`config.mk`:
```
export PLATFORM = sky130hd
export DESIGN_NAME = grant_burst_xfer_flat
export DESIGN_NICKNAME = d
export VERILOG_FILES = /design/src/rtl/grant_burst_xfer_if.sv /design/src/rtl/grant_burst_xfer.sv /design/src/flat_wrapper.sv
export SDC_FILE = /design/constraint.sdc
export NUM_CORES = 1
export LEC_CHECK = 0
export ABC_AREA = 1
export ABC_CLOCK_PERIOD_IN_PS = 2300
export CELL_PAD_IN_SITES_DETAIL_PLACEMENT = 2
export CELL_PAD_IN_SITES_GLOBAL_PLACEMENT = 2
export CORE_MARGIN = 5
export CORE_UTILIZATION = 19
export DETAILED_ROUTE_END_ITERATION = 8
export GPL_ROUTABILITY_DRIVEN = 0
export PLACE_DENSITY = 0.84
export SKIP_CTS_REPAIR_TIMING = 1
export SLEW_MARGIN = 20
export SYNTH_ARGS = -nofsm -noshare
export SYNTH_HDL_FRONTEND = slang
export SYNTH_SLANG_ARGS = --single-unit
```
`constraint.sdc`:
```
create_clock -name clock -period 2.3 [get_ports clock]
set_input_delay 0.23 -clock clock [delete_from_list [all_inputs] [get_ports clock]]
set_output_delay 0.23 -clock clock [all_outputs]
set_load 0.1 [all_outputs]
```
`src/rtl/grant_burst_xfer_if.sv`:
```
// Bundle of the source request/grant lines, source data and the shared sink port
// used by grant_burst_xfer.
interface grant_burst_xfer_if #(
  parameter int unsigned DATA_W = 8,
  parameter int unsigned LEN_W  = 4
);
  logic              req_0;
  logic              req_1;
  logic              gnt_0;
  logic              gnt_1;
  logic [LEN_W-1:0]  len_0;
  logic [LEN_W-1:0]  len_1;
  logic [DATA_W-1:0] data_0;
  logic [DATA_W-1:0] data_1;
  logic [DATA_W-1:0] out_data;
  logic              out_valid;
  logic              out_ready;
  logic              out_owner;
  logic              rd_0;
  logic              rd_1;
  logic              done_0;
  logic              done_1;
  logic              busy;

  // Burst engine side.
  modport slave (
    input  req_0, req_1, gnt_0, gnt_1, len_0, len_1, data_0, data_1, out_ready,
    output out_data, out_valid, out_owner, rd_0, rd_1, done_0, done_1, busy
  );

  // Sources, arbiter and sink side.
  modport master (
    output req_0, req_1, gnt_0, gnt_1, len_0, len_1, data_0, data_1, out_ready,
    input  out_data, out_valid, out_owner, rd_0, rd_1, done_0, done_1, busy
  );
endinterface

```
`src/rtl/grant_burst_xfer.sv`:
```
// Moves a granted burst of words from one of two sources to a shared sink,
// popping the owning source once per accepted beat and pulsing done at the end.
module grant_burst_xfer #(
  parameter int unsigned DATA_W = 8,
  parameter int unsigned LEN_W  = 4
) (
  input logic                clock,
  input logic                reset,
  grant_burst_xfer_if.slave  bus
);

  typedef enum logic [1:0] {StIdle, StXfer, StDone} state_e;

  state_e            state_q;
  logic              owner_q;
  logic [LEN_W-1:0]  count_q;
  logic              valid_q;
  logic              busy_q;
  logic [1:0]        done_q;

  logic              take_0;
  logic              take_1;
  logic              start;
  logic              start_owner;
  logic [LEN_W-1:0]  start_len;
  logic              beat;
  logic [DATA_W-1:0] mux_data;

  always_comb begin
    take_0      = bus.gnt_0 & bus.req_0;
    take_1      = bus.gnt_1 & bus.req_1;
    start       = take_0 | take_1;
    // Source 0 wins if both look granted.
    start_owner = ~take_0;
    start_len   = take_0 ? bus.len_0 : bus.len_1;
    beat        = valid_q & bus.out_ready;
    mux_data    = owner_q ? bus.data_1 : bus.data_0;
  end

  always_ff @(posedge clock) begin
    if (reset) begin
      state_q <= StIdle;
      owner_q <= 1'b0;
      count_q <= '0;
      valid_q <= 1'b0;
      busy_q  <= 1'b0;
      done_q  <= 2'b00;
    end else begin
      unique case (state_q)
        StIdle: begin
          if (start) begin
            owner_q <= start_owner;
            count_q <= start_len;
            busy_q  <= 1'b1;
            if (start_len != '0) begin
              state_q <= StXfer;
              valid_q <= 1'b1;
            end else begin
              // Zero-length burst skips straight to the completion pulse.
              state_q <= StDone;
              done_q  <= start_owner ? 2'b10 : 2'b01;
            end
          end
        end
        StXfer: begin
          if (beat) begin
            count_q <= count_q - LEN_W'(1);
            if (count_q == LEN_W'(1)) begin
              state_q <= StDone;
              valid_q <= 1'b0;
              done_q  <= owner_q ? 2'b10 : 2'b01;
            end
          end
        end
        StDone: begin
          state_q <= StIdle;
          busy_q  <= 1'b0;
          done_q  <= 2'b00;
        end
        default: begin
          state_q <= StIdle;
          valid_q <= 1'b0;
          busy_q  <= 1'b0;
          done_q  <= 2'b00;
        end
      endcase
    end
  end

  assign bus.out_valid = valid_q;
  assign bus.out_owner = owner_q;
  assign bus.out_data  = valid_q ? mux_data : '0;
  assign bus.rd_0      = beat & ~owner_q;
  assign bus.rd_1      = beat & owner_q;
  assign bus.done_0    = done_q[0];
  assign bus.done_1    = done_q[1];
  assign bus.busy      = busy_q;

endmodule

```
`src/flat_wrapper.sv`:
```
// flat-port wrapper written by rule: the top's interface ports become plain ports
module grant_burst_xfer_flat 
#(
  parameter int unsigned DATA_W = 8,
  parameter int unsigned LEN_W  = 4
)
  (clock, reset, bus_req_0, bus_req_1, bus_gnt_0, bus_gnt_1, bus_len_0, bus_len_1, bus_data_0, bus_data_1, bus_out_ready, bus_out_data, bus_out_valid, bus_out_owner, bus_rd_0, bus_rd_1, bus_done_0, bus_done_1, bus_busy);
  grant_burst_xfer_if #(.DATA_W(DATA_W), .LEN_W(LEN_W)) bus_i ();
  input logic clock;
  input logic reset;
  input wire logic [$bits(bus_i.req_0)-1:0] bus_req_0;
  input wire logic [$bits(bus_i.req_1)-1:0] bus_req_1;
  input wire logic [$bits(bus_i.gnt_0)-1:0] bus_gnt_0;
  input wire logic [$bits(bus_i.gnt_1)-1:0] bus_gnt_1;
  input wire logic [$bits(bus_i.len_0)-1:0] bus_len_0;
  input wire logic [$bits(bus_i.len_1)-1:0] bus_len_1;
  input wire logic [$bits(bus_i.data_0)-1:0] bus_data_0;
  input wire logic [$bits(bus_i.data_1)-1:0] bus_data_1;
  input wire logic [$bits(bus_i.out_ready)-1:0] bus_out_ready;
  output wire logic [$bits(bus_i.out_data)-1:0] bus_out_data;
  output wire logic [$bits(bus_i.out_valid)-1:0] bus_out_valid;
  output wire logic [$bits(bus_i.out_owner)-1:0] bus_out_owner;
  output wire logic [$bits(bus_i.rd_0)-1:0] bus_rd_0;
  output wire logic [$bits(bus_i.rd_1)-1:0] bus_rd_1;
  output wire logic [$bits(bus_i.done_0)-1:0] bus_done_0;
  output wire logic [$bits(bus_i.done_1)-1:0] bus_done_1;
  output wire logic [$bits(bus_i.busy)-1:0] bus_busy;
  assign bus_i.req_0 = bus_req_0;
  assign bus_i.req_1 = bus_req_1;
  assign bus_i.gnt_0 = bus_gnt_0;
  assign bus_i.gnt_1 = bus_gnt_1;
  assign bus_i.len_0 = bus_len_0;
  assign bus_i.len_1 = bus_len_1;
  assign bus_i.data_0 = bus_data_0;
  assign bus_i.data_1 = bus_data_1;
  assign bus_i.out_ready = bus_out_ready;
  assign bus_out_data = bus_i.out_data;
  assign bus_out_valid = bus_i.out_valid;
  assign bus_out_owner = bus_i.out_owner;
  assign bus_rd_0 = bus_i.rd_0;
  assign bus_rd_1 = bus_i.rd_1;
  assign bus_done_0 = bus_i.done_0;
  assign bus_done_1 = bus_i.done_1;
  assign bus_busy = bus_i.busy;
  grant_burst_xfer #(.DATA_W(DATA_W), .LEN_W(LEN_W)) u_core (.clock(clock), .reset(reset), .bus(bus_i));
endmodule
```
=== Word-level counts from Yosys, hierarchy flattened ===
Cells that the tools add are included.

* Flip-flop bits (word level): 11
* Latch bits: 0
* Memory bits (writable): 0
* ROM bits: 0
* Input port bits: 31
* Output and inout port bits: 15
* Memories kept: 0

* Add/subtract/negate cells: 1
* $mul: 0
* Divide/modulo/power cells: 0
* Order comparisons: 0
* Equality and inequality tests: 8
* Shift operators: 0
* Mux-type cells: 25
* Bitwise operators: 10
* Reduce and logical (&&, ||, !) cells: 9

{| class="wikitable"
|+ Operators with widths
! cell !! count
|-
| 2-bit two-way mux || 10
|-
| 8-bit two-way mux || 2
|-
| 4-bit two-way mux || 3
|-
| 2-bit by 1-bit != test with 1-bit output, second input constant || 4
|-
| 2-bit one-hot mux with 2 select lines || 2
|-
| 4-bit one-hot mux with 2 select lines || 1
|-
| 3-bit AND reduction || 2
|-
| 1-bit AND || 5
|-
| 1-bit two-way mux || 5
|-
| 5-bit AND reduction || 1
|-
| 4-bit by 1-bit equality test with 1-bit output, second input constant || 1
|-
| 1-bit NOT || 4
|-
| 2-bit AND reduction || 2
|-
| 4-bit AND reduction || 1
|-
| 4-bit nonzero test || 1
|-
| 4-bit by 1-bit subtractor with 4-bit output, second input constant || 1
|-
| 1-bit one-hot mux with 3 select lines || 1
|-
| 2-bit by 1-bit equality test with 1-bit output, second input constant || 1
|-
| 2-bit equality test, second input constant || 1
|-
| 2-bit logical NOT || 1
|-
| 2-bit != test, second input constant || 1
|-
| 1-bit one-hot mux with 2 select lines || 1
|-
| 2-bit nonzero test || 1
|-
| 1-bit OR || 1
|}

=== Logic depth before layout (Yosys ltp) ===
* Depth in word-level cells: 6
* Mapped depth: 10
* Depth with buffers taken out: 10

=== Least setup slack after synthesis ===
OpenSTA, ideal clock, no wires.

* Path kind: register to output
* Start point: register u_core.owner_q, in the netlist u_core.bus.out_owner
* End point: output port bus_rd_1
* Arrival: 2,774 ps
* Required time: 2,070 ps
* Path slack: -704 ps
* Cell stages (with the launch flop): 3
* Path buffers: 0
* Path through: dfxtp_1 clkinv_1 nor2_1

* Word-level cells in the longest chain between the ends: 1

{| class="wikitable"
|+ RTL lines
! item !! RTL line !! RTL
|-
| start, declared || grant_burst_xfer.sv:15 || <nowiki>logic owner_q;</nowiki>
|-
| start signal, assigned || grant_burst_xfer.sv:52 || <nowiki>owner_q <= start_owner;</nowiki>
|-
| 1-bit AND || grant_burst_xfer.sv:94 || <nowiki>assign bus.rd_1 = beat & owner_q;</nowiki>
|-
| end, declared || flat_wrapper.sv:24 || <nowiki>output wire logic [$bits(bus_i.rd_1)-1:0] bus_rd_1;</nowiki>
|}

Every way passes these cells.

=== Worst setup path in the final report ===
* Start point: register u_core.owner_q, in the netlist u_core.bus.out_owner
* End point: output port bus_out_data[6]

* Word-level cells in the longest chain between the ends: 2

{| class="wikitable"
|+ RTL lines
! item !! RTL line !! RTL
|-
| 8-bit two-way mux || grant_burst_xfer.sv:37 || <nowiki>mux_data = owner_q ? bus.data_1 : bus.data_0;</nowiki>
|-
| 8-bit two-way mux || grant_burst_xfer.sv:92 || <nowiki>assign bus.out_data = valid_q ? mux_data : '0;</nowiki>
|-
| end, declared || flat_wrapper.sv:20 || <nowiki>output wire logic [$bits(bus_i.out_data)-1:0] bus_out_data;</nowiki>
|}

Every way passes these cells.

==> results by stage <==
Status:
- The run finished with clean final reports.

Setup path:
- The highest fanout seen on the critical path is 10.
- The depth of the worst register-to-register path is 6.
- STA classifies the critical path startpoint as a flop.
- The kind of cell with the highest combined delay along the critical path is buffers and inverters.
- STA classifies the critical path endpoint as an output port.
- The source of the worst register-to-register timing path is u_core.bus.out_valid.
- STA puts the critical path data arrival time at 1.45 ns.
- Setup slack on the worst reg-to-reg path comes out at 0.79 ns.
- At the worst endpoint, the required time is 2.07 ns.
- The delay of the slowest cell on the worst path is 0.33 ns.
- Walking the worst path, the cells encountered are clkinv_1 -> nor2_1 -> nor2_4 -> buf_12.
- In this run the critical register-to-register path is captured at u_core.count_q[0].
- The slowest stage of the critical path belongs to the cell dfxtp_1.
- Together, buffers and inverters on the worst path number 2.
- The startpoint-to-endpoint class of the critical path is reg2out.

Timing:
- Counting I/O delays and the setup requirement, the final critical path takes 1.68 ns.
- The total count of hold-check failures in the final report was 0.
- Derived from the worst setup path, the maximum achievable clock frequency is 597 MHz.
- The final setup violation count is 0.
- The worst clock skew is approximately 0.0053 ns.
- The count of pins over their slew limit is 0.
- Setup repair after global routing left no endpoint under its margin.
- The tightest hold path in the finished design has a slack of 0.510 ns.
- For the pin with the worst max-slew slack, the measured transition is 0.359 ns.
- The part of the cycle the worst path needs is 0.729.
- Headroom to the max-slew limit came out at 0.758.

Floorplan:
- The placeable core area is 0.00409 mm^2.
- The die area is 0.00573 mm^2.
- The overall die height is ~76 um.
- The initial core utilization is 0.201.
- 46 I/O pins were placed.
- From left edge to right edge, the die measures 75.7 um.
- The row count is 23.

Routing:
- The DRC violation count after routing is 0.
- The total number of vias is 1,045.
- The mean routed wirelength per cell is 15.3 um.
- The iteration-0 DRC count of the detailed router is 24.
- The per-cell via count in the routed design is 4.50.
- The detailed-route wire length is about 3600 um.
- The detailed-router iteration count before antenna repair is 4.
- Once detail routing completed, the nets flagged for antenna violations numbered 0.

Synth:
- Of the total synthesized cell area, the portion taken by AND, OR, NAND and NOR gates is 0.463.
- In this run the cell area of the synthesized design comes to 820 um^2.
- Synthesis inferred 11 register bits.
- Of the total synthesized cell area, the portion taken by XOR and XNOR cells is 0.0107.
- By area, the combinational part of the netlist is dominated by simple AND/OR/NAND/NOR gates.
- Of the post-synthesis cell area, the part taken by muxes is 0.
- The synthesized-area fraction occupied by ao, oa, aoi and oai cells was 0.148.
- Of the synthesized area, sequential elements account for 0.269.
- The net count after synthesis is 167.
- The mean instance size in the synthesized netlist is 6.12 um^2.
- The number of synthesis warnings is 0.
- Synthesis produced 134 cells.
- The adder-cell share of the synthesized area is 0.0305.
- The number of distinct library cell variants in the gate-level netlist after synthesis is 23.

Power:
- The worst-case IR drop observed on VDD is between 0.0003 and 0.0004 V.
- The ratio of total power to cell area is 808 mW/mm^2.
- The share of total power dissipated in sequential elements is 0.211.
- The share of total power in combinational logic is 0.630.
- The share of total power dissipated in the clock network is 0.159.
- The switching power as a share of total power is 0.519.
- The cell leakage power is 0.680 nW.
- Summing internal, switching and leakage power gives ~1.2 mW.
- Cell internal power was estimated by the tool at 0.599 mW.
- The analysis attributes to net switching a power of 0.646 mW.

CTS:
- The clock network latency to the later pin of the worst-skew pair is between 0.2 and 0.25 ns.
- Clock tree synthesis selected as its root buffer the cell clkbuf_8.
- The tree built by TritonCTS fans out to 11 sinks.
- CTS built an H-tree with a depth of 1.
- Clock-pin slew was measured on the worst setup and hold paths at 0.05 ns.
- The number of CTS-inserted buffers is 3.
- Counting along the longest clock path gives a buffer depth of 2.
- TritonCTS built the clock tree.

Min path:
- The path class of the tightest hold or removal check is reg2reg.
- The cell depth of the worst min-delay path is 2.
- The launch point of the worst hold path is u_core.count_q[3].
- The path with the worst hold slack has its endpoint at u_core.count_q[3].

Global routing:
- The via count of the first global-routing pass was roughly 1,200.
- Entering global routing, the biggest net connects 13 pins.
- The number of antenna violations at the first check in global routing is 0.
- The wire length of the first global-routing pass is 5920 um.
- The global-route total usage across every layer is 0.138.
- The final global-route overflow total is 0.

Layout:
- At the end of the flow the core is filled with cells to 0.377.
- At the end of the flow, the number of nets in the layout was 216.
- The number of diodes added for antenna fixing is 0.
- The area growth from synthesis to layout is 87.9%.
- Of the cells placed in the final design, the portion with a size suffix greater than 1 is 0.242.

Placed design:
- The number of port buffers is 45.
- Detailed placement finished with a half-perimeter wire length of 3100 um.

Job:
- Across the run, the number of max-cap violations was 0.
-- worst min-delay path, stage by stage, from the launching register on --
cell and delay [ns]:
dfxtp_1 0.33, nand2_1 0.07, a21oi_1 0.06
-- registers in the layout, indices dropped and copies added (netlist names) --
signal	count
u_core.bus.out_owner	1
u_core.count_q	4
u_core.bus.busy	1
u_core.state_q	2
u_core.bus.out_valid	1
u_core.done_q	2
-- cell usage in the layout (no fill, tap or decap), types with 10 or more instances in the layout --
| cell | n |
|---|---|
| inv_1 | 12 |
| nand2_1 | 28 |
| buf_12 | 10 |
| nor2_1 | 18 |
| nand3_1 | 11 |
| dfxtp_1 | 11 |
| clkdlybuf4s50_1 | 30 |
| o21ai_0 | 13 |
| nor2_4 | 13 |
-- kinds of logic (layout without fill, tap and decap cells) --
| family | after synthesis | after routing |
|---|---|---|
| and+or+nand+nor | 80 | 80 |
| xor gates and xnor gates | 1 | 1 |
| buffers and inverters | 17 | 65 |
| DFF | 11 | 11 |
| AOI/OAI and AO/OA | 23 | 23 |
| adders and majority gates | 2 | 2 |
-- power groups by stage --
stage / Clock (mW) / Sequential [mW] / Combinational (mW)
floorplan: 0 / 0.371 / 0.424
detailed placement: 0 / 0.268 / 0.792
global route: 0.214 / 0.272 / 0.842
global placement: 0 / 0.265 / 0.769
finish: 0.198 / 0.263 / 0.784
CTS: 0.207 / 0.265 / 0.797
-- metrics by stage --
step	instance area, um^2	setup WS (ns)	instances	TNS (ns)
2_1_floorplan	895	-0.00501	134	-0.00501
3_3_place_gp	1490	0.653	228	0
3_5_place_dp	1490	0.572	228	0
4_1_cts	1540	0.575	232	0
5_1_grt	1540	0.493	232	0
6_report	1540	0.624	232	0
-- synth_stat cells --
| master | count | share of area |
|---|---|---|
| nand2_1 | 28 | 0.13 |
| nor2_1 | 28 | 0.13 |
| o21ai_0 | 13 | 0.079 |
| inv_1 | 12 | 0.055 |
| dfxtp_1 | 11 | 0.27 |
| nand3_1 | 11 | 0.067 |
| a21oi_1 | 6 | 0.037 |
| nand2_2 | 4 | 0.031 |
| nor2_4 | 3 | 0.041 |
| ha_1 | 2 | 0.031 |
| inv_2 | 2 | 0.0092 |
| nand2_4 | 2 | 0.027 |
| nand3_2 | 2 | 0.024 |
| a211oi_1 | 1 | 0.0092 |
| a22oi_1 | 1 | 0.0092 |
| and3_1 | 1 | 0.0076 |
| clkbuf_1 | 1 | 0.0046 |
| clkbuf_2 | 1 | 0.0061 |
| clkinv_1 | 1 | 0.0046 |
| nor2_2 | 1 | 0.0076 |
| o21ai_1 | 1 | 0.0061 |
| o22ai_1 | 1 | 0.0076 |
| xnor2_1 | 1 | 0.011 |
-- routing by layer --
| layer | GRT usage | up-vias | wire length [um] |
|---|---|---|---|
| met5 | 0 | - | 0 |
| met4 | 0.0291 | 0 | 29 |
| met3 | 0.0369 | 4 | 67 |
| met2 | 0.257 | 9 | 2110 |
| met1 | 0.157 | 509 | 1360 |
| li1 | - | 523 | - |
-- worst max-delay path by stage --
stage | from | to | slack, ns | cells past startpoint
floorplan | u_core.bus.out_owner | bus_rd_1 | -0.005 | 2
global placement | bus_gnt_0 | u_core.state_q[0] | 0.65 | 9
detailed placement | bus_gnt_0 | u_core.done_q[1] | 0.57 | 11
CTS | u_core.bus.out_owner | bus_out_data[6] | 0.57 | 4
global route | u_core.bus.out_owner | bus_out_data[6] | 0.49 | 4
finish | u_core.bus.out_owner | bus_out_data[6] | 0.62 | 4
-- cell type report --
class                   instances  area (um^2)
well taps                      50         62.6
inverters                      15         56.3
clock buffers                   3         41.3
flip-flops and latches         11          220
clock inverters                 1         5.00
repair buffers                 46          546
multi-input cells             106          609
fillers                       472         2550
Note: power is estimated with default switching activity, not from simulation.
